$ cat src/rtl/sdram_pkg.sv
// Shared SDRAM definitions: user-port FSM encoding, address field layout, burst length.
package sdram_pkg;

    // Linear word address layout: {bank, row, col}
    localparam int unsigned AddrWidth = 25;
    localparam int unsigned DataWidth = 16;
    localparam int unsigned BankWidth = 2;
    localparam int unsigned RowWidth  = 13;
    localparam int unsigned ColWidth  = 10;
    localparam int unsigned BankLsb   = 23;
    localparam int unsigned RowLsb    = 10;
    localparam int unsigned ColLsb    = 0;

    // Matches mode-register burst length 8
    localparam int unsigned BurstLenDefault = 8;

    typedef enum logic [2:0] {
        StIdle   = 3'd0,
        StWfill  = 3'd1,
        StWreq   = 3'd2,
        StWburst = 3'd3,
        StRreq   = 3'd4,
        StRburst = 3'd5,
        StRdrain = 3'd6
    } user_port_state_e;

endpackage

$ cat src/rtl/sdram_burst_buf.sv
// Small burst buffer: synchronous write, asynchronous read, contents are not reset.
module sdram_burst_buf #(
    parameter int unsigned Depth = 8,
    parameter int unsigned Width = 16
) (
    input  logic                     clk,
    input  logic                     we,
    input  logic [$clog2(Depth)-1:0] widx,
    input  logic [Width-1:0]         wdat,
    input  logic [$clog2(Depth)-1:0] ridx,
    output logic [Width-1:0]         rdat
);

    logic [Width-1:0] mem [Depth];

    // Plain storage write port
    always_ff @(posedge clk) begin
        if (we) begin
            mem[widx] <= wdat;
        end
    end

    assign rdat = mem[ridx];

endmodule

$ cat src/rtl/sdram_user_port.sv
// User-side burst port for the SDRAM controller: buffers one 8-word burst per command,
// issues the write/read request and hands data between user and controller.
module sdram_user_port
    import sdram_pkg::*;
#(
    parameter int unsigned BURST_LEN = BurstLenDefault,
    parameter int unsigned TIMEOUT   = 2047
) (
    input  logic                 clk,
    input  logic                 rst_n,
    // User command
    input  logic                 cmd_valid,
    input  logic                 cmd_write,
    input  logic [AddrWidth-1:0] cmd_addr,
    output logic                 cmd_ready,
    // User write data
    input  logic                 wdata_valid,
    input  logic [DataWidth-1:0] wdata,
    output logic                 wdata_ready,
    // User read data
    output logic                 rdata_valid,
    output logic [DataWidth-1:0] rdata,
    input  logic                 rdata_ready,
    // Status
    output logic                 busy,
    output logic                 err,
    // Controller side
    output logic                 wr_en,
    output logic                 rd_en,
    output logic [BankWidth-1:0] bank_addr,
    output logic [RowWidth-1:0]  row_addr,
    output logic [ColWidth-1:0]  col_addr,
    output logic [DataWidth-1:0] wr_data,
    input  logic                 wrdata_vld,
    input  logic [DataWidth-1:0] rd_data,
    input  logic                 rddata_vld
);

    localparam int unsigned PtrW  = $clog2(BURST_LEN);
    localparam int unsigned TcntW = $clog2(TIMEOUT + 1);
    localparam logic [PtrW-1:0]     LastIdx  = PtrW'(BURST_LEN - 1);
    localparam logic [TcntW-1:0]    LastTcnt = TcntW'(TIMEOUT - 1);
    // Column is burst-aligned: low log2(BURST_LEN) bits forced to zero
    localparam logic [ColWidth-1:0] ColMask  = ~ColWidth'(BURST_LEN - 1);

    user_port_state_e state_q;
    logic [PtrW-1:0]  wptr_q;   // fill index for wbuf, capture index for rbuf
    logic [PtrW-1:0]  beat_q;   // write-burst beat, saturating at the last word
    logic [PtrW-1:0]  rptr_q;   // drain index for rbuf
    logic [TcntW-1:0] tcnt_q;   // request/gap timeout counter

    logic wbuf_we;
    logic rbuf_we;

    assign wbuf_we = (state_q == StWfill) && wdata_valid && wdata_ready;
    assign rbuf_we = rddata_vld && ((state_q == StRreq) || (state_q == StRburst));

    sdram_burst_buf #(
        .Depth (BURST_LEN),
        .Width (DataWidth)
    ) u_wbuf (
        .clk  (clk),
        .we   (wbuf_we),
        .widx (wptr_q),
        .wdat (wdata),
        .ridx (beat_q),
        .rdat (wr_data)
    );

    sdram_burst_buf #(
        .Depth (BURST_LEN),
        .Width (DataWidth)
    ) u_rbuf (
        .clk  (clk),
        .we   (rbuf_we),
        .widx (wptr_q),
        .wdat (rd_data),
        .ridx (rptr_q),
        .rdat (rdata)
    );

    // Port FSM with all handshake, request and status outputs registered
    always_ff @(posedge clk or negedge rst_n) begin
        if (!rst_n) begin
            state_q     <= StIdle;
            cmd_ready   <= 1'b0;
            wdata_ready <= 1'b0;
            rdata_valid <= 1'b0;
            busy        <= 1'b0;
            err         <= 1'b0;
            wr_en       <= 1'b0;
            rd_en       <= 1'b0;
            bank_addr   <= '0;
            row_addr    <= '0;
            col_addr    <= '0;
            wptr_q      <= '0;
            beat_q      <= '0;
            rptr_q      <= '0;
            tcnt_q      <= '0;
        end else begin
            unique case (state_q)
                StIdle: begin
                    cmd_ready <= 1'b1;
                    if (cmd_valid && cmd_ready) begin
                        // Address is held until the next accepted command
                        bank_addr <= cmd_addr[BankLsb +: BankWidth];
                        row_addr  <= cmd_addr[RowLsb +: RowWidth];
                        col_addr  <= cmd_addr[ColLsb +: ColWidth] & ColMask;
                        cmd_ready <= 1'b0;
                        busy      <= 1'b1;
                        tcnt_q    <= '0;
                        if (cmd_write) begin
                            state_q     <= StWfill;
                            wdata_ready <= 1'b1;
                        end else begin
                            state_q <= StRreq;
                            rd_en   <= 1'b1;
                        end
                    end
                end
                StWfill: begin
                    if (wdata_valid && wdata_ready) begin
                        if (wptr_q == LastIdx) begin
                            wptr_q      <= '0;
                            wdata_ready <= 1'b0;
                            wr_en       <= 1'b1;
                            state_q     <= StWreq;
                        end else begin
                            wptr_q <= wptr_q + 1'b1;
                        end
                    end
                end
                StWreq: begin
                    if (wrdata_vld) begin
                        wr_en   <= 1'b0;
                        state_q <= StWburst;
                        beat_q  <= (beat_q == LastIdx) ? beat_q : beat_q + 1'b1;
                    end else if (tcnt_q == LastTcnt) begin
                        wr_en     <= 1'b0;
                        err       <= 1'b1;
                        busy      <= 1'b0;
                        cmd_ready <= 1'b1;
                        tcnt_q    <= '0;
                        state_q   <= StIdle;
                    end else begin
                        tcnt_q <= tcnt_q + 1'b1;
                    end
                end
                StWburst: begin
                    // Controller holds wrdata_vld longer than the burst; repeat the last word
                    if (wrdata_vld) begin
                        beat_q <= (beat_q == LastIdx) ? beat_q : beat_q + 1'b1;
                    end else begin
                        beat_q    <= '0;
                        busy      <= 1'b0;
                        cmd_ready <= 1'b1;
                        state_q   <= StIdle;
                    end
                end
                StRreq: begin
                    if (rddata_vld) begin
                        rd_en   <= 1'b0;
                        wptr_q  <= PtrW'(1);
                        tcnt_q  <= '0;
                        state_q <= StRburst;
                    end else if (tcnt_q == LastTcnt) begin
                        rd_en     <= 1'b0;
                        err       <= 1'b1;
                        busy      <= 1'b0;
                        cmd_ready <= 1'b1;
                        tcnt_q    <= '0;
                        state_q   <= StIdle;
                    end else begin
                        tcnt_q <= tcnt_q + 1'b1;
                    end
                end
                StRburst: begin
                    if (rddata_vld) begin
                        if (wptr_q == LastIdx) begin
                            wptr_q      <= '0;
                            rptr_q      <= '0;
                            rdata_valid <= 1'b1;
                            state_q     <= StRdrain;
                        end else begin
                            wptr_q <= wptr_q + 1'b1;
                        end
                    end else if (tcnt_q == LastTcnt) begin
                        // Short burst: abandon the partially filled read buffer
                        wptr_q    <= '0;
                        err       <= 1'b1;
                        busy      <= 1'b0;
                        cmd_ready <= 1'b1;
                        tcnt_q    <= '0;
                        state_q   <= StIdle;
                    end else begin
                        tcnt_q <= tcnt_q + 1'b1;
                    end
                end
                StRdrain: begin
                    if (rdata_valid && rdata_ready) begin
                        if (rptr_q == LastIdx) begin
                            rptr_q      <= '0;
                            rdata_valid <= 1'b0;
                            busy        <= 1'b0;
                            cmd_ready   <= 1'b1;
                            state_q     <= StIdle;
                        end else begin
                            rptr_q <= rptr_q + 1'b1;
                        end
                    end
                end
                default: begin
                    state_q <= StIdle;
                end
            endcase
        end
    end

endmodule

$ cat config.mk
export PLATFORM = sky130hd
export DESIGN_NAME = sdram_user_port
export DESIGN_NICKNAME = d
export VERILOG_FILES = /design/src/rtl/sdram_pkg.sv /design/src/rtl/sdram_burst_buf.sv /design/src/rtl/sdram_user_port.sv
export SDC_FILE = /design/constraint.sdc
export NUM_CORES = 1
export LEC_CHECK = 0
export ABC_AREA = 1
export ABC_CLOCK_PERIOD_IN_PS = 2400
export BUFFER_PORTS_ARGS = -buffer_cell sky130_fd_sc_hd__buf_2
export CORE_AREA = 3 3 182 184
export CTS_CLUSTER_SIZE = 10
export DETAILED_ROUTE_END_ITERATION = 16
export DIE_AREA = 0 0 185 187
export GPL_ROUTABILITY_DRIVEN = 0
export PLACE_DENSITY = 0.64
export SKIP_LAST_GASP = 1
export SYNTH_ARGS = -nofsm -noshare
export SYNTH_HDL_FRONTEND = slang
export SYNTH_HIERARCHICAL = 1
export SYNTH_SLANG_ARGS = --single-unit
$ cat constraint.sdc
create_clock -name clk -period 2.4 [get_ports clk]
set_clock_uncertainty 0.05 [all_clocks]
set_input_delay 0.6 -clock clk [delete_from_list [all_inputs] [get_ports clk]]
set_output_delay 0.6 -clock clk [all_outputs]
set_load 0.03 [all_outputs]
==> results.toml, run 1 <==
[run]
max_cap_viol_count = 0

[floorplan]
placementRows = 65
fp.dieH_um = 187
start_util = 0.447
core_area_um2 = 31600
die-area_um2 = 34600
ios = 129
die_w_um = 185

[synth]
ys_ff_latch = 308
synth_top_area_frac = 0.545
synth_area_leaders = "edfxtp_1, nand2_1, dfrtp_1"
synth_cell_types = 33
synth_enable_flop_cells = 256
synth_top_area_cell = "edfxtp_1"
yosys_warnings = 6
syn_avg_cell_area_um2 = 9.40
async_reset_ff_frac = 0.169
ys_seq_area_frac = 0.637
syn_inst = 1501
netlist_area_um2 = 14100
synthFlopType = "edfxtp_1"

[timing]
rsz0062_at_grt = "yes"
slew_headroom = 0.564
finalSetupViolations = 29
fin_ws_ps = -92.1
whs_ps = 45.8
finalHoldViolations = 0
post-route-min-period_ps = 2490
fin_crit_sh = 1.04
final-max-slew-violation-count = 0
worst_pin_slew_ps = 653
timing.fmax_mhz = 401

[layout]
area_delta_synth_final_pct = 26.2
fillers = 2643
nets = 1742
fin_util = 0.564
drive_gt1_frac = 0.219
fin_area_um2 = 17800

[drt]
drc_errors = 0
routed_wl_um = 33900
initialDrtViolationCount = 762
via_per_inst = 4.95
first_pass_iters = 5
vias = 10300
avgRoutedWirePerCell_um = 16.2
ant_nets = 0

[power_and_ir_drop]
vdd_drop_max_mv = 0.654
power_density_nw_per_um2 = 1130
seqPwrFrac = 0.331
switching_share = 0.372
power_mw = 20.0
p_switching_mw = 7.46
power_frac_clock = 0.250
leakage_nw = 8.47
combPwrFrac = 0.419
intPower_mw = 12.6

[critical_path]
crit_family = "flip-flops"
cp.arrival_ps = 1840
critPathBufInv = 3
path_cells = "buf_12 > buf_16 > nand2_1 > nand3_1 > nand2_1 > nand2_2 > nand2_2 > buf_6"
crit_path_max_fanout = 8
cp.required_ps = 1750
crit_type = "flop to primary output"
crit_path_end_kind = "primary output"
critPathSlowestCell = "dfrtp_2"
cp_slowest_stage_delay_ps = 480
cp-start-kind = "flop"

[clocking]
tritoncts = "yes"
clk_pin_slew_ps = 60
cts.sinks = 308
clk_latency_ps = 510
root_buffer = "clkbuf_16"
clockBufferDepth = 3
cts_max_level = 2
cts_made_buffers = 37

[min_path]
hold_class = "input pin to asynchronous set/reset pin"

[global_routing]
grt_overflow = 0
grt_max_degree = 36
grt.total_usage = 0.190
grt_pass1_wl_um = 52100
grt_pass1_vias = 9988
antenna_found_initial = 2

[status]
outcome = "finished with violations"
violations = "setup timing"

[placement]
place_ws_ps = 329
hpwlAfterDp_um = 18000
placedInstanceArea_um2 = 15400
io_buffers = 122
-- cell families (layout without fill, tap and decap cells) --
kind of cell | Yosys count | after routing | synth area share
xor gates and xnor gates | 1 | 1 | 0.000621
AOI/OAI and AO/OA | 38 | 38 | 0.0145
muxes | 1 | 1 | 0.000710
and+or+nand+nor | 788 | 788 | 0.230
buffers and inverters | 357 | 538 | 0.110
adders and majority gates | 7 | 7 | 0.00621
other | 1 | 4 | 0.000266
DFF | 308 | 308 | 0.637
-- power groups by stage --
stage               clock (mW)  combinational, mW  sequential [mW]
global route              5.34               9.10             6.70
CTS                       5.12               7.62             6.63
global placement             0               6.07             6.69
detailed placement           0               6.17             6.70
finish                    5.01               8.38             6.64
floorplan                    0               4.17             7.04
-- cells in the mapped netlist (4+ instances only) --
cell	n
nand2_1	571
buf_4	11
ha_1	7
dfrtp_1	52
buf_6	18
inv_2	4
nand4_1	8
o21ai_0	24
nor2_4	4
inv_1	294
buf_2	28
nand3_1	150
nor3_1	4
nor2_1	40
a21oi_1	7
edfxtp_1	256
-- routing by layer --
| layer | global-route usage | wire length (um) |
|---|---|---|
| met1 | 0.262 | 14900 |
| met3 | 0.0350 | 2190 |
| met5 | 0 | 16 |
| met4 | 0.0540 | 685 |
| met2 | 0.310 | 16200 |
-- what timing repair did --
action / in CTS / in global routing
gates cloned: 13 / 6
pin swaps: 52 / 76
setup buffers: 6 / 3
endpoints found under the setup margin: 32 / 32
hold buffers: 0 / 0
gates resized for setup: 123 / 103
-- cell usage in the layout (no fill, tap or decap), types with 3 or more instances in the layout --
cell,synthesis,layout
buf_6,18,32
buf_12,0,26
nor3_1,4,4
nand2_4,0,28
buf_2,28,90
dfrtp_1,52,50
nand2_2,2,38
o21ai_0,24,24
buf_16,0,13
nand2_1,571,507
clkbuf_16,0,45
clkbuf_1,0,11
edfxtp_1,256,256
nand4_1,8,8
nor2_2,2,18
nand3_2,1,39
nand3_1,150,111
inv_1,294,293
ha_1,7,7
nor2_4,4,4
conb_1,1,3
nor2_1,40,24
buf_4,11,17
a21oi_1,7,7
-- flip-flops by register name, summed over array words and instances, names as in the netlist --
register     cells
cmd_ready        1
col_addr         7
wr_en            1
wdata_ready      1
err              1
beat_q           3
u_wbuf/mem     128
bank_addr        2
state_q          3
busy             1
row_addr        13
wptr_q           3
rptr_q           3
rd_en            1
tcnt_q          11
rdata_valid      1
u_rbuf/mem     128
-- path summary, 6_finish.rpt --
check                                   startpoint                         end  slack (ps)  depth (start not counted)
setup / recovery             rptr_q[0]$_DFFE_PN0P_                    rdata[6]         -90                          8
hold / removal                               rst_n     row_addr[7]$_DFFE_PN0P_          50                          1
max in group asynchronous                    rst_n       beat_q[0]$_DFFE_PN0P_        1550                          2
min in group clk                      cmd_addr[21]    row_addr[11]$_DFFE_PN0P_         240                          3
setup reg to reg            state_q[0]$_DFFE_PN0P_  u_wbuf/mem[5][9]$_DFFE_PP_         300                          7
hold reg to reg            row_addr[8]$_DFFE_PN0P_     row_addr[8]$_DFFE_PN0P_         410                          2
-- worst register-to-register path, delay by kind of cell, from the launching register on --
kind | cells | cell delay (ps)
buffers and inverters | 2 | 290
AND/OR/NAND/NOR | 5 | 880
flip-flops | 1 | 590
-- layout make-up --
type | instances | area, um2 | area share
Antenna cell | 1 | 2.50 | 0.000141
Clock buffer | 50 | 1020 | 0.0571
Clock inverter | 3 | 42.5 | 0.00239
Inverter | 300 | 1150 | 0.0646
Multi-Input combinational cell | 838 | 4110 | 0.231
Sequential cell | 308 | 8990 | 0.505
Tap cell | 402 | 503 | 0.0283
Timing Repair Buffer | 185 | 1980 | 0.111
-- metrics by stage --
step                setup TNS [ps]  std cells
floorplan                        0       1503
global placement                 0       2005
detailed placement               0       2005
CTS                          -1920       2077
global route                 -4220       2086
finish                       -1280       2087
Note: power is estimated with default switching activity, not from simulation.
==> run 2, diff against run 1 <==
--- a/config.mk
+++ b/config.mk
@@ -8,14 +8,14 @@
 export ABC_AREA = 1
 export ABC_CLOCK_PERIOD_IN_PS = 2400
 export BUFFER_PORTS_ARGS = -buffer_cell sky130_fd_sc_hd__buf_2
-export CORE_AREA = 3 3 182 184
+export CORE_AREA = 3 3 173 175
 export CTS_CLUSTER_SIZE = 10
 export DETAILED_ROUTE_END_ITERATION = 16
-export DIE_AREA = 0 0 185 187
+export DIE_AREA = 0 0 176 178
 export GPL_ROUTABILITY_DRIVEN = 0
-export PLACE_DENSITY = 0.64
+export PLACE_DENSITY = 0.65
+export REMOVE_ABC_BUFFERS = 1
 export SKIP_LAST_GASP = 1
 export SYNTH_ARGS = -nofsm -noshare
 export SYNTH_HDL_FRONTEND = slang
-export SYNTH_HIERARCHICAL = 1
 export SYNTH_SLANG_ARGS = --single-unit
==> results.toml, run 2 <==
[clocking]
clockBufferDepth = 3
hold_buffers = 0
clk_pin_slew_ps = 60
root_buffer = "clkbuf_16"
cts_max_level = 2
clk_latency_ps = 510
cts.sinks = 308
cts_made_buffers = 37
tritoncts = "yes"

[status]
outcome = "finished with violations"
violations = "setup timing"

[timing]
finalHoldViolations = 0
rsz0062_at_grt = "yes"
fin_ws_ps = -242
slew_headroom = 0.597
final-max-slew-violation-count = 0
finalSetupViolations = 32
fin_tns_setup_ps = -5200
whs_ps = 44.8
fin_crit_sh = 1.10
timing.fmax_mhz = 379
worst_pin_slew_ps = 605
post-route-min-period_ps = 2640

[floorplan]
fp.dieH_um = 178
core_area_um2 = 28600
placementRows = 62
die_w_um = 176
start_util = 0.444
ios = 129
die-area_um2 = 31300

[critical_path]
cp_slowest_stage_delay_ps = 510
crit_path_max_fanout = 6
crit_path_end_kind = "primary output"
cp_common_cell = "o21ai_1"
crit_type = "flop to primary output"
critPathSlowestCell = "dfrtp_2"
cp.arrival_ps = 1990
path_cells = "buf_12 > clkbuf_16 > o21ai_1 > o21ai_1 > a21oi_2 > a31oi_1 > buf_4"
cp-start-kind = "flop"
cp.required_ps = 1750

[synth]
synth_area_leaders = "edfxtp_1, dfrtp_1, nor2_1"
synth_top_area_frac = 0.605
synth_most_common_cell = "edfxtp_1"
async_reset_ff_frac = 0.169
syn_inst = 1099
synth_top_area_cell = "edfxtp_1"
ys_seq_area_frac = 0.707
netlist_area_um2 = 12700
synth_common_cells = "edfxtp_1, nor2_1, nand2_1"
ys_ff_latch = 308
syn_avg_cell_area_um2 = 11.6
yosys_warnings = 0
synthFlopType = "edfxtp_1"
synth_cell_types = 35
synth_enable_flop_cells = 256

[power_and_ir_drop]
power_mw = 20.8
vdd_drop_max_mv = 0.789
power_density_nw_per_um2 = 1270
leakage_nw = 6.21

[layout]
final_common_cell = "edfxtp_1"
nets = 1360
fillers = 2250
final_cells = 1689
area_delta_synth_final_pct = 28.6
drive_gt1_frac = 0.265
largest_registers = "u_rbuf.mem: 128 flops, u_wbuf.mem: 128 flops, row_addr: 13 flops"
layout_common_cells = "edfxtp_1, nor2_1, nand2_1, buf_2, o21ai_1"
fin_area_um2 = 16300

[drt]
vias = 8901
via_per_inst = 5.27
ant_nets = 0
initialDrtViolationCount = 826
routed_wl_um = 30900
drc_errors = 0
first_pass_iters = 5
avgRoutedWirePerCell_um = 18.3

[placement]
post-place-cells = 1591
placedInstanceArea_um2 = 14100
hpwlAfterDp_um = 16000
io_buffers = 122

[min_path]
hold_class = "input pin to asynchronous set/reset pin"

[global_routing]
grt_pass1_vias = 8539
grt_pass1_wl_um = 46300
grt.total_usage = 0.190
antenna_found_initial = 3
grt_overflow = 0
grt_max_degree = 33

[run]
max_cap_viol_count = 0
[run 2: final cells by class]
type,count,area [um2],area share
inverter,42,174,0.0106
clock buffer,52,1020,0.0626
multi-input combinational,697,3590,0.220
sequential,308,8990,0.550
tap,384,480,0.0294
antenna,1,2.50,0.000153
clock inverter,3,41.3,0.00253
timing repair buffer,202,2040,0.125
[run 2: per-stage QoR]
step	util	setup slack, ps
2_1_floorplan	-	-1040
3_3_place_gp	0.491	112
3_5_place_dp	0.491	98.9
4_1_cts	0.558	-211
5_1_grt	0.571	-331
6_report	0.571	-242
[run 2: final timing paths]
check                                                   to              startpoint  cells past startpoint  slack [ps]
worst max-delay path                             rdata[14]   rptr_q[0]$_DFFE_PN0P_                      7        -240
worst min-delay path               col_addr[7]$_DFFE_PN0P_                   rst_n                      1          40
worst max register to register  u_wbuf.mem[5][2]$_DFFE_PP_  state_q[1]$_DFFE_PN0P_                      6         320
worst min register to register            busy$_DFFE_PN0P_        busy$_DFFE_PN0P_                      2         420
max in group asynchronous            beat_q[0]$_DFFE_PN0P_                   rst_n                      2        1680
min in group clk                   row_addr[9]$_DFFE_PN0P_            cmd_addr[19]                      2         250
[run 2: per-layer routing]
metal  track usage  part of all wire  vias to the layer above
met2         0.317              0.48                      395
li1              -                 -                     4233
met1         0.250              0.42                     4220
met5             0           0.00087                        -
met3        0.0409             0.082                       49
met4        0.0584             0.020                        4
[run 2: critical path, delay by kind of cell, from the launching register on]
kind,cells,cell delay [ps]
AO/OA/AOI/OAI,4,450
buffers and inverters,3,520
flip-flops,1,510
[run 2: what timing repair did]
item / CTS / global route
pin swaps: 20 / 41
endpoints found under the setup margin: 32 / 32
hold endpoints to repair: 0 / 0
gates resized for setup: 137 / 108
cloned: 14 / 9
buffers inserted: 18 / 8
[run 2: kinds of logic (layout without fill, tap and decap cells)]
| family | Yosys count | count (layout) | share of synthesized area |
|---|---|---|---|
| AND/OR/NAND/NOR | 436 | 436 | 0.138 |
| flip-flops | 308 | 308 | 0.707 |
| AO/OA/AOI/OAI | 227 | 227 | 0.0935 |
| buffers and inverters | 96 | 299 | 0.0334 |
| multiplexers | 23 | 23 | 0.0203 |
| adder cells (fa/ha/maj) | 7 | 7 | 0.00689 |
| other | 1 | 4 | 0.000295 |
| XOR/XNOR | 1 | 1 | 0.000689 |
[run 2: report_power, final]
group | total (mW) | internal (mW) | switching [mW]
Combinational | 9.23 | 3.67 | 5.55
Sequential | 6.63 | 6.33 | 0.306
Clock | 4.96 | 2.95 | 2.01
Total | 20.8 | 13.0 | 7.87
